===== src/rtl/regfile_pkg.sv =====
// Shared constants and types for the RISCAT integer register file.
//   XLEN_DEF / NREGS_DEF / NRD_DEF : default build of regfile_sb
//   reg_addr_t / xword_t           : address and data types of the default build
package regfile_pkg;
  localparam int XLEN_DEF  = 32;
  localparam int NREGS_DEF = 32;
  localparam int NRD_DEF   = 2;

  typedef logic [4:0]  reg_addr_t;
  typedef logic [31:0] xword_t;
endpackage


===== src/rtl/regfile_read_port.sv =====
// One registered read port of regfile_sb.
//   clk, reset_n        : clock, async active-low reset
//   rd_en, rd_addr      : read request for this port
//   regs                : current storage contents
//   busy_nxt            : scoreboard next-state (post-edge busy bits)
//   byp_en/addr/data    : this edge's committed write, bypassed into the read
//   rd_data, rd_busy    : registered result; held while rd_en=0
module regfile_read_port #(
  parameter  int XLEN     = 32,
  parameter  int NREGS    = 32,
  parameter  int ZERO_REG = 1,
  localparam int AW       = $clog2(NREGS)
) (
  input  logic                        clk,
  input  logic                        reset_n,
  input  logic                        rd_en,
  input  logic [AW-1:0]               rd_addr,
  input  logic [NREGS-1:0][XLEN-1:0]  regs,
  input  logic [NREGS-1:0]            busy_nxt,
  input  logic                        byp_en,
  input  logic [AW-1:0]               byp_addr,
  input  logic [XLEN-1:0]             byp_data,
  output logic [XLEN-1:0]             rd_data,
  output logic                        rd_busy
);
  logic [XLEN-1:0] rd_data_q, rd_data_d;
  logic            rd_busy_q, rd_busy_d;
  logic            is_zero;

  assign is_zero = (ZERO_REG != 0) && (rd_addr == '0);

  always_comb begin
    rd_data_d = rd_data_q;
    rd_busy_d = rd_busy_q;
    if (rd_en) begin
      if (is_zero) begin
        rd_data_d = '0;
        rd_busy_d = 1'b0;
      end else begin
        // byp_en already excludes zero-reg writes, so no extra masking here
        rd_data_d = (byp_en && byp_addr == rd_addr) ? byp_data : regs[rd_addr];
        rd_busy_d = busy_nxt[rd_addr];
      end
    end
  end

  always_ff @(posedge clk or negedge reset_n) begin
    if (!reset_n) begin
      rd_data_q <= '0;
      rd_busy_q <= 1'b0;
    end else begin
      rd_data_q <= rd_data_d;
      rd_busy_q <= rd_busy_d;
    end
  end

  assign rd_data = rd_data_q;
  assign rd_busy = rd_busy_q;
endmodule


===== src/rtl/regfile_sb.sv =====
// Multi-port integer register file with busy-bit scoreboard.
//   clk, reset_n           : clock, async active-low reset
//   rd_en/rd_addr          : NRD read requests (packed, port p at [p*AW +: AW])
//   rd_data/rd_busy        : registered data and busy per port, 1-cycle latency
//   wr_en/wr_addr/wr_data  : result write, clears the register's busy bit
//   alloc_en/alloc_addr    : mark destination busy
//   flush                  : clear all busy bits
//   busy_vec               : stored busy bits
module regfile_sb
  import regfile_pkg::*;
#(
  parameter  int XLEN     = XLEN_DEF,
  parameter  int NREGS    = NREGS_DEF,
  parameter  int NRD      = NRD_DEF,
  parameter  int ZERO_REG = 1,
  localparam int AW       = $clog2(NREGS)
) (
  input  logic                 clk,
  input  logic                 reset_n,
  input  logic [NRD-1:0]       rd_en,
  input  logic [NRD*AW-1:0]    rd_addr,
  output logic [NRD*XLEN-1:0]  rd_data,
  output logic [NRD-1:0]       rd_busy,
  input  logic                 wr_en,
  input  logic [AW-1:0]        wr_addr,
  input  logic [XLEN-1:0]      wr_data,
  input  logic                 alloc_en,
  input  logic [AW-1:0]        alloc_addr,
  input  logic                 flush,
  output logic [NREGS-1:0]     busy_vec
);
  logic [NREGS-1:0][XLEN-1:0] regs_q, regs_d;
  logic [NREGS-1:0]           busy_q, busy_d;
  logic                       wr_ok, alloc_ok;

  assign wr_ok    = wr_en    && !((ZERO_REG != 0) && (wr_addr    == '0));
  assign alloc_ok = alloc_en && !((ZERO_REG != 0) && (alloc_addr == '0));

  always_comb begin
    regs_d = regs_q;
    if (wr_ok) regs_d[wr_addr] = wr_data;
  end

  // Priority: flush < write-clear < alloc-set, so a new producer always wins.
  always_comb begin
    busy_d = flush ? '0 : busy_q;
    if (wr_ok)    busy_d[wr_addr]    = 1'b0;
    if (alloc_ok) busy_d[alloc_addr] = 1'b1;
  end

  always_ff @(posedge clk or negedge reset_n) begin
    if (!reset_n) begin
      regs_q <= '0;
      busy_q <= '0;
    end else begin
      regs_q <= regs_d;
      busy_q <= busy_d;
    end
  end

  assign busy_vec = busy_q;

  for (genvar p = 0; p < NRD; p++) begin : g_rp
    regfile_read_port #(
      .XLEN     (XLEN),
      .NREGS    (NREGS),
      .ZERO_REG (ZERO_REG)
    ) u_rp (
      .clk      (clk),
      .reset_n  (reset_n),
      .rd_en    (rd_en[p]),
      .rd_addr  (rd_addr[p*AW +: AW]),
      .regs     (regs_q),
      .busy_nxt (busy_d),
      .byp_en   (wr_ok),
      .byp_addr (wr_addr),
      .byp_data (wr_data),
      .rd_data  (rd_data[p*XLEN +: XLEN]),
      .rd_busy  (rd_busy[p])
    );
  end
endmodule


===== config.mk =====
export PLATFORM = sky130hd
export DESIGN_NAME = regfile_sb
export DESIGN_NICKNAME = d
export VERILOG_FILES = /design/src/rtl/regfile_pkg.sv /design/src/rtl/regfile_read_port.sv /design/src/rtl/regfile_sb.sv
export SDC_FILE = /design/constraint.sdc
export NUM_CORES = 2
export LEC_CHECK = 0
export CAP_MARGIN = 15
export CORE_MARGIN = 4
export CORE_UTILIZATION = 63
export DETAILED_ROUTE_END_ITERATION = 6
export GPL_TIMING_DRIVEN = 1
export PLACE_DENSITY = 0.86
export SLEW_MARGIN = 30
export SYNTH_ARGS = -nofsm -noshare
export SYNTH_HDL_FRONTEND = slang
export SYNTH_SLANG_ARGS = --single-unit

===== constraint.sdc =====
create_clock -name clk -period 2.6 [get_ports clk]
set_clock_uncertainty 0.1 [all_clocks]
set_input_delay 0.26 -clock clk [delete_from_list [all_inputs] [get_ports clk]]
set_output_delay 0.26 -clock clk [all_outputs]
set_load 0.05 [all_outputs]

## Word-level counts from Yosys, hierarchy flattened

Index checks and enable logic that the tools add are counted.

| operators by class | value |
|---|---|
| $lt $le $gt $ge | 6 |
| equality and inequality tests | 2 |
| mux-type cells | 24 |
| bitwise operators | 3 |
| reductions and logical operators | 12 |

Operators with widths:

| operator | number |
|---|---|
| $bwmux 1024 | 1 |
| $bmux 32 s5 | 2 |
| $mux 32 | 10 |
| $demux 32 s5 | 1 |
| $and 32x32->32 | 1 |
| $not 32->32 | 1 |
| $or 32x32->32 | 1 |
| $lt 5x6->1 const B | 4 |
| $logic_not 5->1 | 4 |
| $bmux 1 s5 | 2 |
| $demux 1 s5 | 2 |
| $eq 5x5->1 | 2 |
| $ge 5x1->1 const B | 2 |
| $logic_and 1x1->1 | 6 |
| $mux 1 | 6 |
| $logic_not 1->1 | 2 |

| storage, ports and cells | value |
|---|---|
| bits in registers | 1122 |
| input port bits | 59 |
| output and inout bits | 98 |

## Depth between registers and ports, before layout

| depth | value |
|---|---|
| depth in word-level cells | 12 |
| depth in mapped cells | 11 |
| mapped depth without buffers | 8 |

## Cells and area by module

Synthesis repeated with hierarchy kept, for this count alone.

| second synthesis, totals | value |
|---|---|
| cells, all modules | 4075 |
| area total of the unflattened synthesis | 58877.7 sq um |

By module, submodules not included:

| module | times used | cells an instance | area an instance (sq um) | seq. area each (sq um) |
|---|---|---|---|---|
| regfile_sb | 1 | 2421 | 39439.1 | 26425.3 |
| regfile_read_port | 2 | 827 | 9719.3 | 825.8 |

## Worst setup path after synthesis

OpenSTA, ideal clock, no wires.

| timing | value |
|---|---|
| path type | input-to-reg |
| start point | input port rd_addr[5] |
| end point | register g_rp[1].u_rp.rd_data_q[10] |
| library setup time | 0.140 ns |
| data arrival time | 2.415 ns |
| setup slack | -0.055 ns |
| stages on the path | 7 |
| buffers on the path | 2 |
| path through | buf_2 > buf_1 > mux4_2 > mux4_2 > and2_1 > a211oi_1 > o32ai_1 |

| between the ends | value |
|---|---|
| longest elaborated chain between the ends | 4 |
| elaborated cells between the ends (all ways) | 7 |

RTL lines:

| element | line | source |
|---|---|---|
| from (decl) | regfile_sb.sv:21 | `input logic [NRD*AW-1:0] rd_addr,` |
| $bmux 32 s5 or $eq 5x5->1 (tied branches) | regfile_read_port.sv:41 | `rd_data_d = (byp_en && byp_addr == rd_addr) ? byp_data : regs[rd_addr];` |
| $mux 32 (implied by the code) or $logic_and 1x1->1 (tied branches) | regfile_read_port.sv:41 |  |
| $mux 32 | regfile_read_port.sv:41 |  |
| $mux 32 * | regfile_read_port.sv:36 | `if (is_zero) begin` |
| to (signal assigned) | regfile_read_port.sv:52 | `rd_data_q <= rd_data_d;` |
| to (decl) | regfile_read_port.sv:26 | `logic [XLEN-1:0] rd_data_q, rd_data_d;` |

Every way passes the cells marked *; elsewhere a longest branch is shown, timed or not. The select of a mux whose other input is x is not followed.
A chain may end at the register's enable or synchronous reset.

## Final worst setup path

| timing | value |
|---|---|
| start point | input port wr_addr[3] |
| end point | register g_rp[1].u_rp.rd_busy_q |

| between the ends | value |
|---|---|
| longest elaborated chain between the ends | 12 |
| elaborated cells between the ends (all ways) | 16 |

RTL lines:

| element | line | source |
|---|---|---|
| from (decl) | regfile_sb.sv:25 | `input logic [AW-1:0] wr_addr,` |
| $lt 5x6->1 (implied by the code) or $ge 5x1->1 (tied branches) | regfile_sb.sv:47 | `if (wr_ok) busy_d[wr_addr] = 1'b0;` |
| $logic_and 1x1->1 (implied by the code) | regfile_sb.sv:47 |  |
| $mux 1 (implied by the code) | regfile_sb.sv:47 |  |
| $demux 1 s5 | regfile_sb.sv:47 |  |
| $not 32->32 (no source line) | - |  |
| $and 32x32->32 (no source line) | - |  |
| $mux 32 * | regfile_sb.sv:47 |  |
| $or 32x32->32 (no source line) | - |  |
| $mux 32 * | regfile_sb.sv:48 | `if (alloc_ok) busy_d[alloc_addr] = 1'b1;` |
| via busy_d[4] | regfile_sb.sv:33 | `logic [NREGS-1:0] busy_q, busy_d;` |
| $bmux 1 s5 * | regfile_read_port.sv:42 | `rd_busy_d = busy_nxt[rd_addr];` |
| $mux 1 (implied by the code) * | regfile_read_port.sv:42 |  |
| $mux 1 * | regfile_read_port.sv:36 |  |
| to (signal assigned) | regfile_read_port.sv:53 | `rd_busy_q <= rd_busy_d;` |
| to (decl) | regfile_read_port.sv:27 | `logic rd_busy_q, rd_busy_d;` |

The timed path passes the listed nets; every way through them passes the cells marked *. The select of a mux whose other input is x is not followed.

==> run_results.csv <==
group,metric,value,unit
outcome,outcome,"finished with violations",
outcome,violations,"design-rule violations",
clocking,htree_levels,3,
setup_path,path_cells,"clkdlybuf4s50_1 -> nand4bb_2 -> or2_2 -> a32o_1 -> mux4_2 -> a2111o_1 -> nand4_1 -> o311ai_1",
hold_path,hold_class,"in2reg",
placed_design,io_buffers,156,
power_and_ir_drop,power.leakage,30.44,nW
route,drtAntennaViolNets,0,
floorplanning,initial_core_util,0.6370,
placed_design,gp_congestion,0.9356,
flow_run,maxCapViolCount,0,
logic_synthesis,synthTopCellsByArea,"dfrtp_1 (47%), mux2_2 (20%), mux4_2 (17%)",
clocking,cts_made_buffers,113,
route,wire_per_inst,33.60,um
setup_path,critPathLaunchType,"primary input",
logic_synthesis,synth_nets,4285,
global_route,grt_max_degree,125,
clocking,clk_latency,700,ps
route,drc,1,
cells_and_area,drive_gt1_frac,0.4903,
power_and_ir_drop,report.power.total,0.05304,W
logic_synthesis,synth.top_cell.area_share,0.4709,
global_route,overflow,0,
logic_synthesis,synth.distinct_cells,57,
sta,setup_viol_count_final,0,
route,drt-total-wl,196.9,mm
global_route,track_usage,0.3987,
global_route,grt_pass1_vias,46420,
setup_path,worstPathRequired,3070,ps
floorplanning,rows,112,
clocking,cts_tree,"yes",
logic_synthesis,syn_inst,4226,
placed_design,dpl.cell_count,5637,
cells_and_area,area_growth,17.40,%
sta,finalHoldViolCount,0,
logic_synthesis,synth_ff_type,"dfrtp_1",
sta,fmax,395.6,MHz
cells_and_area,instances_no_fill,5858,
logic_synthesis,yosysWarnings,0,
power_and_ir_drop,vdd_drop_max,0.6495,mV
logic_synthesis,syn_area_per_cell,14.11,um^2
route,vias_per_cell,7.401,
setup_path,path_class,"in2reg",
floorplanning,core_area,0.09361,mm^2
clocking,cts_sinks,1122,
setup_path,worst-path-buf-inv,1,
floorplanning,die_x,315.7,um
global_route,grt_antenna_before_repair,8,
sta,tightest_slew,1009,ps
sta,rsz0062_at_grt,"false",
logic_synthesis,ys_ff_latch,1122,
setup_path,slowest_delay,570,ps
setup_path,arrival,2990,ps
sta,worst_slack,71.92,ps
cells_and_area,fill_cells,5244,
clocking,ctsLongestPathBuffers,3,
power_and_ir_drop,p_per_area,757.7,mW/mm^2
clocking,clk_pin_slew,60,ps
setup_path,cpLargestDelayFamily,"simple AND/OR/NAND/NOR gates",
sta,fin_crit,2528,ps
floorplanning,die-area,0.09963,mm^2
setup_path,end_kind,"flip-flop",
global_route,grt_pass1_wl,294.5,mm
placed_design,hpwl,118.2,mm
route,via_count,43360,
route,firstDrtPassIters,7,
placed_design,dp_slack,-602.1,ps
sta,post-route-period-util,0.9723,
logic_synthesis,yosysTopAreaCell,"dfrtp_1",
floorplanning,num_io_pins,157,
logic_synthesis,synth-edff-count,0,
clocking,clock-root-buffer,"clkbuf_16",
setup_path,cp_max_fo,4,
logic_synthesis,netlist_area,0.05963,mm^2
floorplanning,die_h,315.7,um
route,drtIter0Drc,5676,
sta,timing.hold.ws,93.05,ps
cells_and_area,fin_nets,4561,
cells_and_area,post-route-util,0.7478,
sta,relSlewSlack,0.3274,
logic_synthesis,ys_async_sr_fraction,1.000,
sta,drv_slew,0,
logic_synthesis,seq_area_frac_synth,0.4709,
setup_path,slowest_stage,"clkdlybuf4s50_1",
[tightest hold or removal path, cell delays in order]
cell	delay [ps]
buf_2	230
nand3_1	140
nand4_1	90
o21a_1	110
[report_power, final]
part	leakage, nW	internal (W)	switching (W)
clock network	1.98	0.0104	0.00724
logic	14.0	0.00672	0.00532
registers	14.4	0.0207	0.00262
total	30.4	0.0379	0.0152
[what timing repair did]
item / 4_1_cts / 5_1_grt
gates resized for setup: 0 / 1
endpoints found under the setup margin: 0 / 1
hold buffers: 4 / 0
hold endpoints to repair: 837 / 0
buffers inserted: 0 / 0
[cells by family (layout without fill, tap and decap cells)]
group,after synthesis,after routing,share of synthesized area
xor gates and xnor gates,10,10,0.001469
other,0,7,0
AOI/OAI and AO/OA,501,501,0.05869
and+or+nand+nor,326,326,0.02686
buffers and inverters,558,929,0.03699
DFF,1122,1122,0.4709
muxes,1709,1709,0.4051
[layout make-up]
type | count | area (um^2) | area share
Tap cell | 1254 | 1569 | 0.02241
Antenna cell | 7 | 17.52 | 0.0002502
Clock inverter | 46 | 626.9 | 0.008954
Timing Repair Buffer | 637 | 6424 | 0.09176
Sequential cell | 1122 | 28080 | 0.4011
Inverter | 82 | 307.8 | 0.004397
Clock buffer | 164 | 3402 | 0.04860
Multi-Input combinational cell | 2546 | 29580 | 0.4226
[flip-flops by register name (all words and copies together), names as in the netlist]
register           count
regs_q              1024
g_rp.u_rp.rd_data     64
busy_vec              32
g_rp.u_rp.rd_busy      2
[final timing paths]
| check | start | end | slack, ps | cells after the start |
|---|---|---|---|---|
| setup / recovery | wr_addr[3] | g_rp[1].u_rp.rd_busy | 70 | 8 |
| hold / removal | rd_addr[3] | g_rp[0].u_rp.rd_busy | 90 | 4 |
| setup reg to reg | regs_q[871] | g_rp[0].u_rp.rd_data[7] | 100 | 5 |
| hold reg to reg | regs_q[10] | regs_q[10] | 300 | 0 |
| max in group asynchronous | reset_n | regs_q[340] | 950 | 3 |
| min in group asynchronous | reset_n | regs_q[468] | 270 | 3 |
[synth_stat cells (all sizes together) (53+ instances only)]
library cell  count
inv              82
mux2i           204
mux2           1046
buf             108
mux4            459
nor2            143
a21oi            80
and2             53
dfrtp          1122
a211oi           53
a221oi           65
clkbuf          368
o32ai            73
o21ai           114
a22oi            65
[routing by layer]
| layer | routed length, um | track usage | part of all wire | up-vias |
|---|---|---|---|---|
| li1 | - | - | - | 16720 |
| met1 | 66340 | 0.4991 | 0.34 | 22250 |
| met2 | 88850 | 0.6017 | 0.45 | 3257 |
| met3 | 25750 | 0.1281 | 0.13 | 1131 |
| met4 | 15900 | 0.2651 | 0.081 | 2 |
| met5 | 13 | 0 | 0.000066 | - |
[per-stage QoR]
stage / cell area, um^2 / TNS, ps
after floorplan: 59640 / 0
after global placement: 65910 / -83700
after detailed placement: 65910 / -116880
after CTS: 69980 / 0
after global routing: 70000 / 0
final: 70000 / 0
[cells in the final DEF, fill, tap and decap left out, types with 6 or more instances in the layout]
cell / Yosys / final
inv_1: 81 / 79
o2111ai_1: 11 / 11
o21ai_0: 114 / 114
clkbuf_8: 0 / 34
a32o_1: 6 / 6
or2_2: 12 / 18
mux4_2: 459 / 459
clkinvlp_4: 0 / 8
clkdlybuf4s50_1: 0 / 143
diode_2: 0 / 7
a221oi_1: 65 / 65
and2_1: 53 / 53
nor2_1: 143 / 123
buf_12: 0 / 99
nand2_1: 40 / 36
a32oi_1: 6 / 6
xnor2_1: 10 / 10
dfrtp_1: 1122 / 1122
mux2_2: 1046 / 1046
clkbuf_16: 0 / 115
clkinv_2: 0 / 17
a211oi_1: 53 / 53
a21oi_1: 80 / 80
o211ai_1: 9 / 9
nor2_4: 0 / 20
o32ai_1: 73 / 73
buf_4: 4 / 380
bufinv_16: 0 / 14
a22oi_1: 65 / 65
nand3_1: 21 / 20
mux2i_1: 204 / 204
clkbuf_1: 368 / 15
No activity file was read; power rests on OpenSTA's default activity.
